[src/rtl/apb_fabric.sv]
// apb_fabric: APB3 decoder/interconnect from one master port to NUM_SLAVES peripherals,
// with transfer-locked routing, timeout watchdog and a sticky first-error fault record.
module apb_fabric #(
    parameter int ADDR_WIDTH     = 32,
    parameter int DATA_WIDTH     = 32,
    parameter int NUM_SLAVES     = 3,
    // slave 0 occupies the least significant ADDR_WIDTH bits
    parameter logic [NUM_SLAVES*ADDR_WIDTH-1:0] SLAVE_BASE = {32'h00000000, 32'h10000000, 32'h80000000},
    parameter logic [NUM_SLAVES*ADDR_WIDTH-1:0] SLAVE_MASK = {32'hFFFF0000, 32'hFFFFFFF8, 32'h80000000},
    parameter int TIMEOUT_CYCLES = 16
) (
    input  logic                             pclk,
    input  logic                             presetn,
    input  logic [ADDR_WIDTH-1:0]            paddr,
    input  logic                             psel,
    input  logic                             penable,
    output logic [DATA_WIDTH-1:0]            prdata,
    output logic                             pready,
    output logic                             pslverr,
    output logic [NUM_SLAVES-1:0]            s_psel,
    output logic [NUM_SLAVES-1:0]            s_penable,
    input  logic [NUM_SLAVES*DATA_WIDTH-1:0] s_prdata,
    input  logic [NUM_SLAVES-1:0]            s_pready,
    input  logic [NUM_SLAVES-1:0]            s_pslverr,
    output logic                             fault_valid,
    output logic [ADDR_WIDTH-1:0]            fault_addr,
    output logic [1:0]                       fault_code,
    input  logic                             fault_clr
);
    localparam int IW = (NUM_SLAVES > 1) ? $clog2(NUM_SLAVES) : 1;
    localparam int TW = (TIMEOUT_CYCLES > 1) ? $clog2(TIMEOUT_CYCLES) : 1;
    localparam logic [TW-1:0] TMAX = TW'((TIMEOUT_CYCLES > 0) ? TIMEOUT_CYCLES - 1 : 0);

    typedef enum logic {S_IDLE = 1'b0, S_ACCESS = 1'b1} state_t;

    state_t                r_state, w_state_nxt;
    logic [IW-1:0]         r_sel_idx, w_hit_idx;
    logic                  r_miss, w_hit;
    logic [ADDR_WIDTH-1:0] r_lat_addr;
    logic [TW-1:0]         r_tcnt;
    logic                  r_fault_valid;
    logic [ADDR_WIDTH-1:0] r_fault_addr;
    logic [1:0]            r_fault_code;
    logic                  w_setup, w_viol, w_sel_rdy, w_sel_err, w_tmo, w_done, w_err;
    logic [DATA_WIDTH-1:0] w_sel_rdata;
    logic [ADDR_WIDTH-1:0] w_err_addr;
    logic [1:0]            w_err_code;

    // walk downward so the lowest hitting index is the one left standing
    always_comb begin
        w_hit     = 1'b0;
        w_hit_idx = '0;
        for (int i = NUM_SLAVES - 1; i >= 0; i--)
            if ((paddr & SLAVE_MASK[i*ADDR_WIDTH +: ADDR_WIDTH]) == SLAVE_BASE[i*ADDR_WIDTH +: ADDR_WIDTH]) begin
                w_hit     = 1'b1;
                w_hit_idx = IW'(i);
            end
    end

    assign w_setup     = (r_state == S_IDLE) && psel && !penable;
    assign w_viol      = (r_state == S_IDLE) && psel && penable;
    assign w_sel_rdy   = s_pready[r_sel_idx];
    assign w_sel_err   = s_pslverr[r_sel_idx];
    assign w_sel_rdata = s_prdata[r_sel_idx*DATA_WIDTH +: DATA_WIDTH];
    assign w_tmo       = (TIMEOUT_CYCLES != 0) && (r_state == S_ACCESS) && !r_miss && !w_sel_rdy && (r_tcnt == TMAX);
    assign w_done      = (r_state == S_ACCESS) && psel && (r_miss || w_tmo || w_sel_rdy);
    assign w_err       = w_viol || (w_done && (r_miss || w_tmo || w_sel_err));
    assign w_err_addr  = w_viol ? paddr : r_lat_addr;
    assign w_err_code  = (w_viol || r_miss) ? 2'b01 : (w_tmo ? 2'b10 : 2'b11);

    always_ff @(posedge pclk or negedge presetn)
        if (!presetn) r_state <= S_IDLE;
        else          r_state <= w_state_nxt;

    always_comb begin
        w_state_nxt = (r_state == S_IDLE) ? (w_setup ? S_ACCESS : S_IDLE)
                                          : ((!psel || w_done) ? S_IDLE : S_ACCESS);
    end

    always_comb begin
        s_psel    = '0;
        s_penable = '0;
        prdata    = '0;
        pready    = 1'b0;
        pslverr   = 1'b0;
        if (presetn) begin
            if (r_state == S_IDLE) begin
                if (w_setup && w_hit) s_psel[w_hit_idx] = 1'b1;
                pready  = w_viol;
                pslverr = w_viol;
            end else if (r_miss || w_tmo) begin
                pready  = 1'b1;
                pslverr = 1'b1;
            end else begin
                s_psel[r_sel_idx]    = psel;
                s_penable[r_sel_idx] = penable;
                prdata               = w_sel_rdata;
                pready               = w_sel_rdy;
                pslverr              = w_sel_err;
            end
        end
    end

    always_ff @(posedge pclk or negedge presetn)
        if (!presetn) begin
            r_sel_idx  <= '0;
            r_miss     <= 1'b0;
            r_lat_addr <= '0;
            r_tcnt     <= '0;
        end else if (w_setup) begin
            r_sel_idx  <= w_hit_idx;
            r_miss     <= !w_hit;
            r_lat_addr <= paddr;
            r_tcnt     <= '0;
        end else if (r_state == S_ACCESS && !w_sel_rdy) begin
            r_tcnt     <= r_tcnt + 1'b1;
        end

    // a clear in the same cycle as a new error still lets the error in
    always_ff @(posedge pclk or negedge presetn)
        if (!presetn) begin
            r_fault_valid <= 1'b0;
            r_fault_addr  <= '0;
            r_fault_code  <= '0;
        end else if (w_err && (!r_fault_valid || fault_clr)) begin
            r_fault_valid <= 1'b1;
            r_fault_addr  <= w_err_addr;
            r_fault_code  <= w_err_code;
        end else if (fault_clr) begin
            r_fault_valid <= 1'b0;
            r_fault_addr  <= '0;
            r_fault_code  <= '0;
        end

    assign fault_valid = r_fault_valid;
    assign fault_addr  = r_fault_addr;
    assign fault_code  = r_fault_code;
endmodule

[config.mk]
export PLATFORM = sky130hd
export DESIGN_NAME = apb_fabric
export DESIGN_NICKNAME = d
export VERILOG_FILES = /design/src/rtl/apb_fabric.sv
export SDC_FILE = /design/constraint.sdc
export NUM_CORES = 1
export LEC_CHECK = 0
export BUFFER_PORTS_ARGS = -buffer_cell sky130_fd_sc_hd__buf_4
export CAP_MARGIN = 20
export CORE_MARGIN = 10
export CORE_UTILIZATION = 40
export DETAILED_ROUTE_END_ITERATION = 8
export PLACE_DENSITY = 0.71
export SLEW_MARGIN = 0
export SYNTH_ARGS = -nofsm -noshare
export SYNTH_HDL_FRONTEND = slang
export SYNTH_SLANG_ARGS = --single-unit
[constraint.sdc]
create_clock -name pclk -period 3.1 [get_ports pclk]
set_clock_uncertainty 0.2 [all_clocks]
set_input_delay 0.31 -clock pclk [delete_from_list [all_inputs] [get_ports pclk]]
set_output_delay 0.31 -clock pclk [all_outputs]
set_load 0.03 [all_outputs]
* After elaboration in Yosys (flattened, before gate mapping) *
Index checks and enable logic that the tools add are counted.

word-level totals
  input bits = 139
  bits in registers = 75
  output and inout bits = 75
  word-level logic and storage cells = 93

operators by class
  add/sub/neg operators = 1
  bitwise operators = 3
  shifts and indexed selects = 1
  reductions and logical operators = 30
  order comparisons = 4
  equal/unequal tests = 2
  mux-type cells = 44

operator list
  cell                    number
  $mux W32                6
  $shiftx A96 B8 Y32      1
  $logic_not A32 Y1       1
  $eq A29 B26 Y1 const B  1
  $mux W3                 7
  $mux W1                 19
  $logic_and A1 B1 Y1     14
  $mux W2                 6
  $mux W4                 2
  $logic_or A1 B1 Y1      7
  $and A3 B3 Y3           2
  $logic_not A1 Y1        6
  $lt A2 B3 Y1 const B    2
  $add A4 B1 Y4 const B   1
  $bmux W1 S2             2
  $demux W1 S2            2
  $eq A4 B4 Y1 const B    1
  $ge A2 B1 Y1 const B    2
  $reduce_bool A2 Y1      2
  $not A1 Y1              1

* Depth between registers and ports, before layout *
Gate-level depths: netlist of run 1.

  depth after elaboration = 12
  mapped depth = 9

* Worst setup path before layout of run 1 *
No wires, ideal clock.

  kind = register -> output
  start = register r_tcnt[0]
  end = output s_penable[0]
  setup slack = 0.216 ns
  data arrival time = 2.374 ns
  data required time = 2.590 ns
  cell stages (with the launch flop) = 6
  cell sequence = dfrtp_1 ha_1 and4_1 o211ai_1 nand3_1 nor4b_1

between the ends
  word-level cells in the longest chain between the ends = 6

ends and longest elaborated chain
  element                   line  source
  start: declaration        40    logic [TW-1:0] r_tcnt;
  start signal: assignment  116   r_tcnt <= r_tcnt + 1'b1;
  $eq A4 B4 Y1              65    assign w_tmo = (TIMEOUT_CYCLES != 0) && (r_state == S_ACCESS) && !r_miss && !w_sel_rdy && (r_tcnt == TMAX);
  $logic_and A1 B1 Y1       65
  $logic_or A1 B1 Y1        91    end else if (r_miss || w_tmo) begin
  $mux W3                   91
  $mux W3                   87    if (r_state == S_IDLE) begin
  $mux W3                   86    if (presetn) begin
  end: declaration          21    output logic [NUM_SLAVES-1:0] s_penable,

No other way between the ends.

* Worst setup path after layout of run 1 *
  start = register r_sel_idx[1]
  end = output prdata[0]

between the ends
  word-level cells in the longest chain between the ends = 9

ends and longest elaborated chain
  element                                                                     line  source
  start: declaration                                                          37    logic [IW-1:0] r_sel_idx, w_hit_idx;
  start signal: assignment                                                    111   r_sel_idx <= w_hit_idx;
  parallel branches: the longest is 6 deep, another holds $shiftx A96 B8 Y32  n/a
  $mux W32 (*)                                                                91
  $mux W32 (*)                                                                87
  $mux W32 (*)                                                                86
  end: declaration                                                            17    output logic [DATA_WIDTH-1:0] prdata,

Mark *: on every way between the ends. The select of a mux whose other input is x is not followed.

==> results of run 1 <==
==> state kept, by name (all words and copies together), names as in the netlist <==
signal,cells
fault_valid,1
r_sel_idx,2
r_miss,1
fault_code,2
r_tcnt,4
r_lat_addr,32
fault_addr,32
r_state,1
==> worst max-delay path by stage <==
stage                             start                         end  slack, ns  depth (start not counted)
3_3_place_gp   r_sel_idx[1]$_DFFE_PN0P_  fault_addr[16]$_DFFE_PN0P_       0.50                          7
6_report       r_sel_idx[1]$_DFFE_PN0P_                   prdata[0]       0.21                          6
3_5_place_dp   r_sel_idx[1]$_DFFE_PN0P_  fault_addr[12]$_DFFE_PN0P_       0.47                          7
5_1_grt           r_tcnt[0]$_DFFE_PN0P_                   prdata[0]       0.05                          7
4_1_cts           r_tcnt[0]$_DFFE_PN0P_                   prdata[0]       0.11                          7
2_1_floorplan     r_tcnt[0]$_DFFE_PN0P_                s_penable[0]       0.22                          5
==> worst max-delay path: stages (launching register included) <==
cell                       delay [ns]
sky130_fd_sc_hd__dfrtp_2         0.50
sky130_fd_sc_hd__mux2i_1         0.20
sky130_fd_sc_hd__o211ai_1        0.46
sky130_fd_sc_hd__nand3_2         0.30
sky130_fd_sc_hd__buf_12          0.25
sky130_fd_sc_hd__nor2_1          0.14
sky130_fd_sc_hd__buf_4           0.18
==> cell usage in the layout (no fill, tap or decap), types with 3 or more instances in the layout <==
cell type / Yosys / final
sky130_fd_sc_hd__a21oi_1: 37 / 36
sky130_fd_sc_hd__a221o_1: 32 / 32
sky130_fd_sc_hd__and2_1: 33 / 33
sky130_fd_sc_hd__buf_4: 0 / 224
sky130_fd_sc_hd__clkbuf_8: 0 / 10
sky130_fd_sc_hd__clkinv_2: 0 / 3
sky130_fd_sc_hd__dfrtp_1: 75 / 74
sky130_fd_sc_hd__dlygate4sd3_1: 0 / 32
sky130_fd_sc_hd__inv_1: 4 / 4
sky130_fd_sc_hd__mux2i_1: 33 / 33
sky130_fd_sc_hd__nand2_1: 101 / 101
sky130_fd_sc_hd__nand3_1: 7 / 6
sky130_fd_sc_hd__nor2_1: 70 / 69
sky130_fd_sc_hd__nor2b_1: 35 / 34
sky130_fd_sc_hd__nor3_1: 4 / 3
sky130_fd_sc_hd__nor4_1: 5 / 4
sky130_fd_sc_hd__o21a_1: 3 / 3
sky130_fd_sc_hd__o31ai_1: 3 / 3
==> layer usage <==
| layer | vias to the layer above | routed length, um | track usage [%] |
|---|---|---|---|
| li1 | 2243 | - | - |
| met1 | 2239 | 6400 | 22.5 |
| met2 | 119 | 8800 | 35.9 |
| met3 | 10 | 868 | 4.68 |
| met4 | 0 | 132 | 4.18 |
| met5 | - | 0 | 0 |
==> final cells by class <==
type / count / area, um2 / area share, %
repair buffers: 259 / 2060 / 30.9
well taps: 140 / 175 / 2.63
inverters: 4 / 15.0 / 0.225
multi-input cells: 399 / 2350 / 35.2
flip-flops and latches: 75 / 1880 / 28.2
clock buffers: 10 / 138 / 2.06
clock inverters: 5 / 53.8 / 0.807
==> power breakdown <==
part | total, mW | internal [mW] | leakage, nW | switching, mW
registers | 1.20 | 1.12 | 0.969 | 0.0866
clock network | 0.745 | 0.387 | 0.102 | 0.358
logic | 0.817 | 0.384 | 2.24 | 0.433
total | 2.76 | 1.89 | 3.31 | 0.878
==> metrics by stage <==
step	area (um2)	utilization, %	cells	hold WS (ns)
floorplan	4390	-	516	-0.186
global placement	6130	56.8	844	-0.0719
detailed placement	6130	56.8	844	-0.0693
CTS	6640	61.5	891	0.0277
global route	6670	61.8	892	0.0353
finish	6670	61.8	892	0.0394
==> logic make-up after synthesis <==
group,Yosys count,synth area share (%)
muxes,34,7.78
AOI/OAI and AO/OA,94,16.0
xor gates and xnor gates,2,0.399
DFF,75,42.7
buffers and inverters,42,4.33
adders and majority gates,1,0.285
and+or+nand+nor,268,28.5
==> timing repair <==
item,in CTS,in global routing
hold buffers,32,0
setup endpoints to repair,0,20
hold endpoints to repair,33,0
resized for setup,0,2
==> out/qor.json, run 1 <==
{
  "number_of_enable_flip_flop_cells_after_synthesis": 0,
  "synth_warnings": 0,
  "postSynthNetCount": 656,
  "antenna_cells": 0,
  "worst_hold_startpoint": "paddr[28]",
  "synth_area_um2": 4390,
  "critPathArrivalTime_ns": 2.38,
  "synth_top_area_share_pct": 42.7,
  "start_util_pct": 40.7,
  "portBuffers": 213,
  "globalplace.congestion": 0.905,
  "drt-total-wl_um": 16200,
  "grt_pass1_vias": 4723,
  "synthArstFlopShare_pct": 100,
  "hold_violations": 0,
  "post-synth-top-count-cell": "sky130_fd_sc_hd__nand2_1",
  "ys.flop_type": "sky130_fd_sc_hd__dfrtp_1",
  "numCtsBuffers": 9,
  "critPathCaptureType": "output pin",
  "globalRoute.totalOverflow": 0,
  "run_status": "finished, final reports clean",
  "grt_pass1_wl_um": 25200,
  "finalSetupViolCount": 0,
  "grt_max_degree": 74,
  "timing_worst_slew_pin_value_ns": 0.935,
  "cp-start-kind": "flop",
  "clock-sinks": 75,
  "layout_setup_ws_ns": 0.210,
  "grt_util_all_layers_pct": 19.6,
  "num_vias": 4611,
  "drt-pass1-iter-count": 4,
  "drt_drc_violations_left": 0,
  "worst-r2r-cell-count": 7,
  "hold_path_class": "in -> reg",
  "postSynthRegisterBits": 75,
  "die_y_um": 125,
  "holdPathStages": 3,
  "synth_seq_area_share_pct": 42.7,
  "h-tree-depth": 3,
  "timing.hold.worst_endpoint": "r_lat_addr[28]$_DFFE_PN0P_",
  "r2r_setup_slack_ns": 0.45,
  "netlist_top_cells_count": "101 x sky130_fd_sc_hd__nand2_1, 75 x sky130_fd_sc_hd__dfrtp_1, 70 x sky130_fd_sc_hd__nor2_1",
  "relSlewSlack_pct": 37.7,
  "routed_via_density": 5.17,
  "netlist-cell-type-count": 45,
  "grt_setup_unrepaired": "false",
  "pre_cts_slack_ns": 0.467,
  "gate_count_after_technology_mapping": 516,
  "detailed_place_hpwl_um": 12100,
  "clock_tree.buffer_depth": 2,
  "clock_tree.root_cell": "sky130_fd_sc_hd__clkbuf_8",
  "clk_transition_reported_paths_ns": 0.07,
  "synth.area.top_cells": "sky130_fd_sc_hd__dfrtp_1 43%, sky130_fd_sc_hd__nand2_1 8.6%, sky130_fd_sc_hd__mux2i_1 7.5%",
  "residual_antenna_violating_net_count_after_detailed_routing": 0,
  "worstPathRequired_ns": 2.59,
  "irDropWorstVdd_v": 0.000226,
  "post_synth.cell_area_avg_um2": 8.51,
  "p_total_mw": 2.76,
  "fillers": 944,
  "detail_route.iter0.violations": 357,
  "grt_antenna_before_repair": 0,
  "max_cap_viol": 0,
  "worstSkewPairLatency_ns": 0.34,
  "worstSetupPathType": "reg -> out",
  "area.growth.synth_to_final_pct": 51.8,
  "cts_tree": "built",
  "finalMaxSlewViolations": 0,
  "cts_post_setup_buffers_inserted": 0,
  "wl_per_cell_um": 18.2,
  "design.core.area_um2": 10800,
  "path_max_fanout": 29,
  "row_count": 38,
  "dieWidth_um": 125,
  "layout-drive-gt1-share_pct": 33.6,
  "io-pin-count": 214,
  "reg2reg_to": "fault_addr[16]$_DFFE_PN0P_",
  "totalNegativeSetupSlack_ns": 0,
  "p_leak_nw": 3.31,
  "cellPowerDensity_nw_per_um2": 415,
  "die-area_um2": 15600,
  "post-route-min-period_ns": 2.89,
  "worstReg2RegStart": "r_sel_idx[1]$_DFFE_PN0P_",
  "fin_crit_sh_pct": 93.2,
  "cell_taking_the_most_area_after_synthesis": "sky130_fd_sc_hd__dfrtp_1",
  "finish.net_count": 888,
  "fmax_ghz": 0.346
}
Note: power is estimated with default switching activity, not from simulation.
==> run 2: changes to the inputs <==
CORE_MARGIN = 2   (was 10)
CTS_CLUSTER_SIZE = 20   (was default)
SLEW_MARGIN = 25   (was 0)
==> run 2 against run 1 <==
The flow now finishes with violations (negative setup slack); non-clock buffer count fell by 1; sequential share of layout area rose by 0.16 points; routed wire length fell by 9.8%; sequential cell count did not move; combinational power fell by 0.9%; largest cell class unchanged; critical path depth rose by 2; largest power group unchanged; cell count did not move; worst setup slack got worse by 0.22 ns; maximum frequency fell by 7.1%.
==> out/qor.json, run 2 (synthesized netlist as in run 1, its figures left out) <==
{
  "run_status": "complete, but fails checks",
  "violated_checks": "negative setup slack",
  "post-route-min-period_ns": 3.11,
  "globalRoute.totalOverflow": 0,
  "cts_tree": "built",
  "r2r_setup_slack_ns": 0.50,
  "cellPowerDensity_nw_per_um2": 408,
  "area.growth.synth_to_final_pct": 50.9,
  "h-tree-depth": 3,
  "critPathCaptureType": "output pin",
  "io-pin-count": 214,
  "drt-total-wl_um": 14600,
  "irDropWorstVdd_v": 0.000217,
  "pwr-share-seq_pct": 44.6,
  "finalSetupViolCount": 1,
  "worst_path_largest_cell_delay_ns": 0.55,
  "start_util_pct": 40.7,
  "cell_total_after_placement": 842,
  "layout-drive-gt1-share_pct": 33.4,
  "drt_drc_violations_left": 0,
  "die-area_um2": 11800,
  "grt_pass1_vias": 4604,
  "finish.net_count": 887,
  "grt_antenna_before_repair": 0,
  "critPathBufInv": 3,
  "dieWidth_um": 109,
  "hold_path_class": "in -> reg",
  "fmax_ghz": 0.321,
  "totalNegativeSetupSlack_ns": -0.0106,
  "clock_tree.root_cell": "sky130_fd_sc_hd__clkbuf_8",
  "clock-sinks": 75,
  "worstSkewPairLatency_ns": 0.35,
  "power.combinational.fraction_pct": 29.9,
  "final.hold.worst_slack_ns": 0.0300,
  "design_internal_power_mw": 1.81,
  "holdPathStages": 2,
  "worstSetupPathType": "in -> out",
  "hold_violations": 0,
  "residual_antenna_violating_net_count_after_detailed_routing": 0,
  "die_y_um": 109,
  "grt_max_degree": 75,
  "antenna_cells": 0,
  "globalplace.congestion": 0.872,
  "worst_hold_startpoint": "paddr[28]",
  "critPathArrivalTime_ns": 2.60,
  "timing.hold.worst_endpoint": "r_sel_idx[1]$_DFFE_PN0P_",
  "worstPathRequired_ns": 2.59,
  "worst-r2r-cell-count": 5,
  "p_leak_nw": 3.27,
  "drt-pass1-iter-count": 8,
  "final_common_cell": "sky130_fd_sc_hd__buf_4",
  "postPlaceCellArea_um2": 6100,
  "finalMaxSlewViolations": 0,
  "grt_setup_unrepaired": "false",
  "timing_worst_slew_pin_value_ns": 0.944,
  "wl_per_cell_um": 16.4,
  "num_vias": 4685,
  "path_max_fanout": 3,
  "clk_transition_reported_paths_ns": 0.08,
  "crit_slowest_cell": "sky130_fd_sc_hd__dlygate4sd3_1",
  "pre_cts_slack_ns": 0.552,
  "cp-start-kind": "primary input",
  "switching_power_mw": 0.899,
  "power_switching_share_pct": 33.2,
  "grt_pass1_wl_um": 22400,
  "design.core.area_um2": 10800,
  "clock_tree.buffer_depth": 2,
  "reg2reg_to": "fault_addr[9]$_DFFE_PN0P_",
  "max_cap_viol": 0,
  "cp_cell_instances": "dlygate4sd3_1 > buf_4 > nor4_1 > nand4_1 > or2_2 > nor3_1 > o21a_1 > buf_4",
  "most-common-layout-cells": "225 x sky130_fd_sc_hd__buf_4, 101 x sky130_fd_sc_hd__nand2_1, 74 x sky130_fd_sc_hd__dfrtp_1",
  "worstReg2RegStart": "r_sel_idx[1]$_DFFE_PN0P_",
  "routed_via_density": 5.25,
  "numCtsBuffers": 9,
  "row_count": 38,
  "detailed_place_hpwl_um": 10500,
  "portBuffers": 213,
  "grt_util_all_layers_pct": 24.2,
  "layoutNonFillerInstCount": 892,
  "layout_setup_ws_ns": -0.0106,
  "fin_crit_sh_pct": 100,
  "critical_path.most_common_cell": "sky130_fd_sc_hd__buf_4",
  "critical_path.top_delay_family": "simple AND/OR/NAND/NOR gates",
  "relative_contribution_of_the_clock_network_to_total_power_pct": 25.5,
  "relSlewSlack_pct": 36.9,
  "detail_route.iter0.violations": 337,
  "finish.instance_area_um2": 6630
}
## run 2: changes by cell type in the layout (fill, tap and decap cells not counted), sizes merged
cell      previous run  this run
buf                227       226
clkinvlp             0         3
bufinv               1         0
clkinv               4         3
## run 2: how the worst max path moves through the flow
stage / to / slack, ns / from / cells past startpoint
6_report: s_psel[2] / -0.01 / paddr[23] / 8
2_1_floorplan: s_penable[0] / 0.22 / r_tcnt[0]$_DFFE_PN0P_ / 5
3_3_place_gp: fault_addr[22]$_DFFE_PN0P_ / 0.64 / r_sel_idx[1]$_DFFE_PN0P_ / 4
4_1_cts: s_psel[2] / 0.08 / paddr[23] / 8
5_1_grt: s_psel[2] / 0.01 / paddr[23] / 8
3_5_place_dp: fault_addr[9]$_DFFE_PN0P_ / 0.55 / r_sel_idx[1]$_DFFE_PN0P_ / 4
## run 2: layout make-up
| type | count | area, um2 |
|---|---|---|
| fill | 945 | 4170 |
| inverter | 4 | 15.0 |
| clock buffer | 10 | 138 |
| clock inverter | 6 | 41.3 |
| multi-input combinational | 399 | 2350 |
| sequential | 75 | 1880 |
| tap | 140 | 175 |
| timing repair buffer | 258 | 2030 |
## run 2: timing repair
item | 4_1_cts | 5_1_grt
setup endpoints to repair | 0 | 14
gates resized for setup | 0 | 0
hold buffers | 32 | 0
setup buffers | 0 | 1
hold endpoints to repair | 32 | 0
## run 2: layer usage
metal | vias to the layer above | track usage, % | share of wire (%)
met1 | 2242 | 31.9 | 42
met4 | 0 | 6.41 | 1.5
met2 | 185 | 40.1 | 51
met3 | 21 | 5.68 | 5.9
met5 | - | 0 | 0
li1 | 2237 | - | -
## run 2: stage by stage
step	total power, mW	util [%]
floorplan	1.62	-
global placement	1.97	56.5
detailed placement	2.00	56.5
CTS	2.72	61.1
global route	2.86	61.4
finish	2.71	61.4
## run 2: power groups by stage
stage | Combinational [mW] | Sequential [mW] | Clock (mW)
global placement | 0.757 | 1.21 | 0
global route | 0.881 | 1.22 | 0.752
detailed placement | 0.775 | 1.22 | 0
CTS | 0.811 | 1.20 | 0.702
floorplan | 0.313 | 1.31 | 0
finish | 0.810 | 1.21 | 0.690
